===== src/rtl/pipeline_elastic_buffer.sv =====
// pipeline_elastic_buffer: ready/valid buffer with a DEPTH-entry circular store.
// input_ready and output_valid are derived from the registered count only, so
// there is no combinational path between the upstream and downstream handshakes.
// Words are written at the write pointer and presented from the read pointer;
// both pointers wrap at DEPTH-1, so DEPTH need not be a power of two.
module pipeline_elastic_buffer #(
  parameter int WORD_WIDTH  = 8,
  parameter int DEPTH       = 4,
  parameter int COUNT_WIDTH = 3
) (
  input  logic                   clock,
  input  logic                   clear,
  input  logic                   input_valid,
  output logic                   input_ready,
  input  logic [WORD_WIDTH-1:0]  input_data,
  output logic                   output_valid,
  input  logic                   output_ready,
  output logic [WORD_WIDTH-1:0]  output_data,
  output logic [COUNT_WIDTH-1:0] occupancy
);

  localparam int                     PTR_W    = (DEPTH > 1) ? $clog2(DEPTH) : 1;
  localparam logic [PTR_W-1:0]       PTR_LAST = PTR_W'(DEPTH - 1);
  localparam logic [COUNT_WIDTH-1:0] CNT_FULL = COUNT_WIDTH'(DEPTH);

  // Advance a pointer, wrapping from the last entry back to entry 0.
  function automatic logic [PTR_W-1:0] ptr_next(input logic [PTR_W-1:0] p);
    return (p == PTR_LAST) ? '0 : p + 1'b1;
  endfunction

  logic [WORD_WIDTH-1:0]  mem_q [DEPTH];
  logic [PTR_W-1:0]       wr_ptr_q, wr_ptr_d;
  logic [PTR_W-1:0]       rd_ptr_q, rd_ptr_d;
  logic [COUNT_WIDTH-1:0] count_q, count_d;
  logic                   wr_fire;
  logic                   rd_fire;

  assign input_ready  = (count_q != CNT_FULL);
  assign output_valid = (count_q != '0);
  assign occupancy    = count_q;
  assign output_data  = mem_q[rd_ptr_q];

  assign wr_fire = input_valid & input_ready;
  assign rd_fire = output_valid & output_ready;

  // Next-state for pointers and count; a concurrent read and write leave count unchanged.
  always_comb begin
    wr_ptr_d = wr_ptr_q;
    rd_ptr_d = rd_ptr_q;
    count_d  = count_q;
    if (wr_fire) wr_ptr_d = ptr_next(wr_ptr_q);
    if (rd_fire) rd_ptr_d = ptr_next(rd_ptr_q);
    if (wr_fire && !rd_fire)      count_d = count_q + 1'b1;
    else if (!wr_fire && rd_fire) count_d = count_q - 1'b1;
  end

  // Control state register; clear overrides any handshake in the same cycle.
  always_ff @(posedge clock) begin
    if (clear) begin
      wr_ptr_q <= '0;
      rd_ptr_q <= '0;
      count_q  <= '0;
    end else begin
      wr_ptr_q <= wr_ptr_d;
      rd_ptr_q <= rd_ptr_d;
      count_q  <= count_d;
    end
  end

  // Storage: zeroed on clear so output_data reads 0 after reset; written only on an accepted word.
  always_ff @(posedge clock) begin
    if (clear) begin
      for (int i = 0; i < DEPTH; i++) mem_q[i] <= '0;
    end else if (wr_fire) begin
      mem_q[wr_ptr_q] <= input_data;
    end
  end

endmodule


===== config.mk =====
export PLATFORM = sky130hd
export DESIGN_NAME = pipeline_elastic_buffer
export DESIGN_NICKNAME = d
export VERILOG_FILES = /design/src/rtl/pipeline_elastic_buffer.sv
export SDC_FILE = /design/constraint.sdc
export NUM_CORES = 1
export LEC_CHECK = 0
export ABC_AREA = 1
export BUFFER_PORTS_ARGS = -buffer_cell sky130_fd_sc_hd__buf_2
export CAP_MARGIN = 20
export CORE_MARGIN = 1
export CORE_UTILIZATION = 35
export CTS_CLUSTER_DIAMETER = 30
export DETAILED_ROUTE_END_ITERATION = 12
export MAX_ROUTING_LAYER = met4
export PLACE_DENSITY = 0.55
export SLEW_MARGIN = 20
export SYNTH_ARGS = -nofsm -noshare
export SYNTH_HDL_FRONTEND = slang
export SYNTH_SLANG_ARGS = --single-unit

===== constraint.sdc =====
create_clock -name clock -period 1.7 [get_ports clock]
set_clock_uncertainty 0.05 [all_clocks]
set_input_delay 0.34 -clock clock [delete_from_list [all_inputs] [get_ports clock]]
set_output_delay 0.34 -clock clock [all_outputs]
set_load 0.005 [all_outputs]

==> flow_metrics.py, run 1 <==
metrics = {
    "status": {
        "status": "finished, final reports clean",
    },
    "route": {
        "vias": 1408,
        "firstDrtPassIters": 4,
        "vias_per_cell": 4.71,
        "wl_um": 4120,
        "detail-route-antenna-nets": 0,
        "drc": 0,
        "drt_iter0_drc": 58,
        "wl_per_cell_um": 13.8,
    },
    "setup_path": {
        "critPathMaxStageDelay_ns": 0.37,
        "crit_chain": "clkinvlp_4, buf_4, o21ai_1, o22ai_1, buf_2",
        "critPathCaptureType": "output pin",
        "cp.required_ns": 1.31,
        "critical-path-top-delay-family": "buffers and inverters",
        "r2r_slack_ns": 0.08,
        "cp_data_arrival_time_ns": 1.25,
        "rr_startpoint": "occupancy[0]",
        "path_class": "flop to output pin",
        "timing.critical_path.buf_inv": 3,
        "worstPathMaxFanout": 4,
        "critPathSlowestCell": "dfxtp_4",
        "critPathLaunchType": "flop",
    },
    "global_route": {
        "grt_max_degree": 17,
        "grt_pass1_wl_um": 6290,
        "grt_use_total": 0.165,
        "gr-total-overflow": 0,
        "antenna_found_initial": 0,
        "grt_pass1_vias": 1254,
    },
    "floorplan": {
        "dieWidth_um": 75.7,
        "row_count": 26,
        "start_util": 0.368,
        "die_area_um2": 5740,
        "coreArea_um2": 5170,
        "dieHeight_um": 75.7,
        "io_pins": 25,
    },
    "clock_tree": {
        "ctsHtreeMaxLevel": 2,
        "cts_buffers": 5,
        "cts_buffer_depth": 2,
        "clkSlewWorstSetupHoldPaths_ns": 0.08,
        "clock_sinks": 41,
        "clk_latency_ns": 0.29,
        "clockRootBuffer": "clkbuf_8",
        "cts_tree": "yes",
    },
    "pwr": {
        "ir_drop_v": 0.000627,
        "p_per_area_nw_per_um2": 1380,
        "p_leak_nw": 0.992,
    },
    "sta": {
        "period_needed_ns": 1.64,
        "fin_ws_ns": 0.0583,
        "finalHoldWorstSlack_ns": 0.199,
        "hold_viol_final": 0,
        "worst_slew_pin_slew_ns": 0.245,
        "fin_crit_sh": 0.966,
        "drv_slew": 0,
        "grt_setup_unrepaired": "yes",
        "setup_viol": 0,
        "slew_headroom": 0.835,
        "max_clock_freq_mhz": 609,
    },
    "placement": {
        "place_ws_ns": 0.0199,
        "dp_hpwl_um": 2850,
        "place_congestion": 0.740,
        "portBuffers": 24,
    },
    "cells_and_area": {
        "nets": 244,
        "antennaDiodeCount": 0,
        "finish.utilization": 0.467,
        "drive_above_1_share": 0.410,
        "area_growth_pct": 26.9,
    },
    "yosys": {
        "synthesis.nets": 196,
        "synth_top_area_share": 0.505,
        "syn_avg_cell_area_um2": 10.6,
        "synth_seq_area_share": 0.600,
        "synth_cell_types": 23,
        "synth_top_area_cell": "edfxtp_1",
        "synth.cell_area_um2": 1900,
        "synth-seq-cells": 41,
        "yosys_warnings": 0,
        "synthCells": 180,
        "synth.area.top_cells": "edfxtp_1 50%, dfxtp_1 9.5%, o21ai_0 6.0%",
    },
    "min_path": {
        "worstHoldStart": "clear",
        "min_path_type": "primary input to flop",
    },
    "run": {
        "maxCapViolations": 0,
    },
}
## report_power, final
part / internal [W] / leakage (nW) / switching (W)
combinational: 0.000595 / 0.541 / 0.000725
sequential: 0.00129 / 0.408 / 0.0000987
clock: 0.000283 / 0.0439 / 0.000350
total: 0.00216 / 0.992 / 0.00117
## cell families after synthesis
kind of cell,count (synthesis),synth area share
compound gates,34,0.0947
simple gates,75,0.216
buf+inv,26,0.0598
flops,41,0.600
fa+ha+maj,4,0.0302
## placed cells by master (no fill, tap or decap), types with 2 or more instances in the layout
cell,synthesis,layout
o22ai_1,8,8
o21ai_1,0,11
a21oi_1,3,3
dfxtp_1,9,4
inv_1,16,13
nand2_1,11,8
ha_1,3,2
buf_4,1,22
nor3_2,10,10
o21ai_0,23,8
nor2_2,1,2
dfxtp_2,0,4
nor2_1,30,28
nand3_2,1,2
nor3_1,14,14
buf_2,4,24
edfxtp_1,32,32
buf_8,0,2
nand3_1,5,4
o21ai_2,0,4
clkinvlp_4,0,2
inv_2,3,5
clkinv_2,0,2
nand2_2,0,3
clkbuf_8,0,5
## path summary, 6_finish.rpt
check / endpoint / cells past startpoint
max: output_data[6] / 5
min: flop / 2
max reg2reg: occupancy[1] / 9
min reg2reg: flop / 2
## registers in the layout (all words and copies together) (netlist names), named ones only
name and cells:
wr_ptr_q 2, mem_q 32, rd_ptr_q 2, occupancy 3
## per-stage QoR
| step | area [um2] | instances | total power [W] | TNS, ns |
|---|---|---|---|---|
| after floorplan | 1910 | 180 | 0.00207 | -0.842 |
| after global placement | 2240 | 288 | 0.00257 | 0 |
| after detailed placement | 2240 | 288 | 0.00258 | 0 |
| after CTS | 2350 | 298 | 0.00324 | 0 |
| after global routing | 2410 | 299 | 0.00359 | -0.0665 |
| final | 2410 | 299 | 0.00334 | 0 |
## timing repair
item	in CTS	in global routing
resized for setup	6	31
pin swaps	0	2
endpoints found under the hold margin	0	0
endpoints found under the setup margin	8	16
hold buffers	0	0
setup buffers	2	1
## Yosys cell counts
library cell  instances
edfxtp_1             32
o21ai_0              23
nand4_2               1
clkbuf_1              1
inv_1                16
nor3_1               14
fa_1                  1
buf_2                 4
nor3_2               10
nand3_2               1
dfxtp_1               9
nand4_4               1
nand2_4               1
buf_6                 1
buf_4                 1
nor2_1               30
inv_2                 3
nand2_1              11
ha_1                  3
nor2_2                1
a21oi_1               3
nand3_1               5
o22ai_1               8
## routing by layer
layer,global-route usage,up-vias,routed length [um]
met3,0.0516,6,130
li1,-,724,-
met5,-,-,0
met4,0.0679,0,66
met2,0.240,21,1980
met1,0.213,657,1940
## final cells by class
class	count	area, um2
Clock buffer	5	68.8
Inverter	19	75.1
Clock inverter	3	17.5
Fill cell	497	2760
Timing Repair Buffer	48	315
Sequential cell	41	1150
Multi-Input combinational cell	113	701
Tap cell	70	87.6
Power figures use the tool's default switching activity.
==> run 2: changes to the inputs <==
--- a/config.mk
+++ b/config.mk
@@ -9,11 +9,11 @@
 export BUFFER_PORTS_ARGS = -buffer_cell sky130_fd_sc_hd__buf_2
 export CAP_MARGIN = 20
 export CORE_MARGIN = 1
-export CORE_UTILIZATION = 35
+export CORE_UTILIZATION = 45
 export CTS_CLUSTER_DIAMETER = 30
 export DETAILED_ROUTE_END_ITERATION = 12
 export MAX_ROUTING_LAYER = met4
-export PLACE_DENSITY = 0.55
+export PLACE_DENSITY = 0.67
 export SLEW_MARGIN = 20
 export SYNTH_ARGS = -nofsm -noshare
 export SYNTH_HDL_FRONTEND = slang
==> flow_metrics.py, run 2 (synthesized netlist as in run 1, its figures left out) <==
metrics = {
    "placement": {
        "place_congestion": 0.791,
        "dp_hpwl_um": 3110,
        "portBuffers": 24,
        "place_area_um2": 2180,
        "place_ws_ns": -0.0426,
    },
    "setup_path": {
        "timing.critical_path.buf_inv": 2,
        "path_class": "flop to output pin",
        "critPathSlowestCell": "dfxtp_4",
        "critPathLaunchType": "flop",
        "critical-path-top-delay-family": "flip-flops",
        "crit_chain": "clkinvlp_4, o21ai_1, o22ai_1, buf_2",
        "cp.required_ns": 1.31,
        "cp_data_arrival_time_ns": 1.29,
        "critPathCaptureType": "output pin",
        "worstPathMaxFanout": 8,
        "critPathMaxStageDelay_ns": 0.40,
    },
    "route": {
        "wl_um": 4240,
        "drc": 0,
        "drt_iter0_drc": 73,
        "firstDrtPassIters": 4,
        "detail-route-antenna-nets": 0,
        "vias": 1475,
        "vias_per_cell": 5.40,
        "wl_per_cell_um": 15.5,
    },
    "floorplan": {
        "start_util": 0.472,
        "dieWidth_um": 67.0,
        "die_area_um2": 4490,
        "row_count": 23,
        "coreArea_um2": 4030,
        "dieHeight_um": 67.0,
        "io_pins": 25,
    },
    "clock_tree": {
        "clockRootBuffer": "clkbuf_8",
        "ctsHtreeMaxLevel": 2,
        "cts_tree": "yes",
        "cts_hold_repair.buffers": 0,
        "cts_buffer_depth": 2,
        "clkSlewWorstSetupHoldPaths_ns": 0.08,
        "postCtsSetupBuffers": 0,
        "cts_buffers": 5,
        "clk_latency_ns": 0.30,
        "clock_sinks": 41,
    },
    "status": {
        "status": "finished, final reports clean",
    },
    "global_route": {
        "antenna_found_initial": 0,
        "grt_use_total": 0.221,
        "grt_pass1_wl_um": 6770,
        "grt_max_degree": 17,
        "grt_pass1_vias": 1432,
        "gr-total-overflow": 0,
    },
    "cells_and_area": {
        "fin_area_um2": 2360,
        "most-common-layout-cells": "32 x edfxtp_1, 30 x nor2_1, 24 x buf_2",
        "top_register": "mem_q",
        "final_common_cell": "edfxtp_1",
        "nets": 238,
        "fillers": 343,
        "area_growth_pct": 24.2,
        "drive_above_1_share": 0.372,
        "antennaDiodeCount": 0,
        "largest_reg_flops": 32,
        "finish.utilization": 0.587,
    },
    "pwr": {
        "finalPower_w": 0.00359,
        "ir_drop_v": 0.000865,
        "p_per_area_nw_per_um2": 1520,
        "p_leak_nw": 0.973,
    },
    "sta": {
        "fin_crit_sh": 0.987,
        "hold_viol_final": 0,
        "setup_viol": 0,
        "worst_slew_pin_slew_ns": 0.311,
        "max_clock_freq_mhz": 596,
        "drv_slew": 0,
        "grt_setup_unrepaired": "yes",
        "fin_ws_ns": 0.0218,
        "slew_headroom": 0.791,
        "finalHoldWorstSlack_ns": 0.189,
        "period_needed_ns": 1.68,
    },
    "min_path": {
        "min_path_type": "primary input to flop",
    },
    "run": {
        "maxCapViolations": 0,
    },
}
-- run 2: cell type report --
| type | count | area [um2] | share of cell area |
|---|---|---|---|
| clock buffers | 5 | 68.8 | 0.0291 |
| clock inverters | 3 | 65.1 | 0.0275 |
| inverters | 19 | 75.1 | 0.0318 |
| multi-input cells | 113 | 679 | 0.287 |
| flip-flops and latches | 41 | 1150 | 0.486 |
| well taps | 50 | 62.6 | 0.0265 |
| repair buffers | 41 | 255 | 0.108 |
| repair inverters | 1 | 7.51 | 0.00318 |
-- run 2: routing by layer --
layer | global-route usage | wire (um) | vias to the layer above
met5 | - | 0 | -
met4 | 0.117 | 91 | 0
met3 | 0.0462 | 235 | 10
met2 | 0.361 | 2180 | 42
met1 | 0.253 | 1730 | 707
li1 | - | - | 716
-- run 2: worst paths after layout --
| check | from | to | slack [ns] | depth (start not counted) |
|---|---|---|---|---|
| setup / recovery | flop | output_data[6] | 0.02 | 4 |
| hold / removal | clear | flop | 0.19 | 2 |
| setup reg to reg | occupancy[1] | occupancy[2] | 0.05 | 12 |
| hold reg to reg | rd_ptr_q[0] | flop | 0.46 | 2 |
-- run 2: per-stage QoR --
| step | std cells | setup TNS [ns] |
|---|---|---|
| detailed placement | 264 | -0.0793 |
| global route | 273 | -0.512 |
| floorplan | 180 | -0.842 |
| CTS | 273 | 0 |
| finish | 273 | 0 |
| global placement | 264 | 0 |
-- run 2: report_power, final --
part / total, W / switching [W] / internal [W]
Sequential: 0.00140 / 0.000110 / 0.00129
Clock: 0.000927 / 0.000344 / 0.000583
Combinational: 0.00127 / 0.000727 / 0.000538
Total: 0.00359 / 0.00118 / 0.00241
-- run 2: repair_timing --
item                                    4_1_cts  5_1_grt
hold endpoints to repair                      0        0
pin swaps                                     2        3
resized for setup                            12       14
cloned                                        1        0
endpoints found under the setup margin       10       10
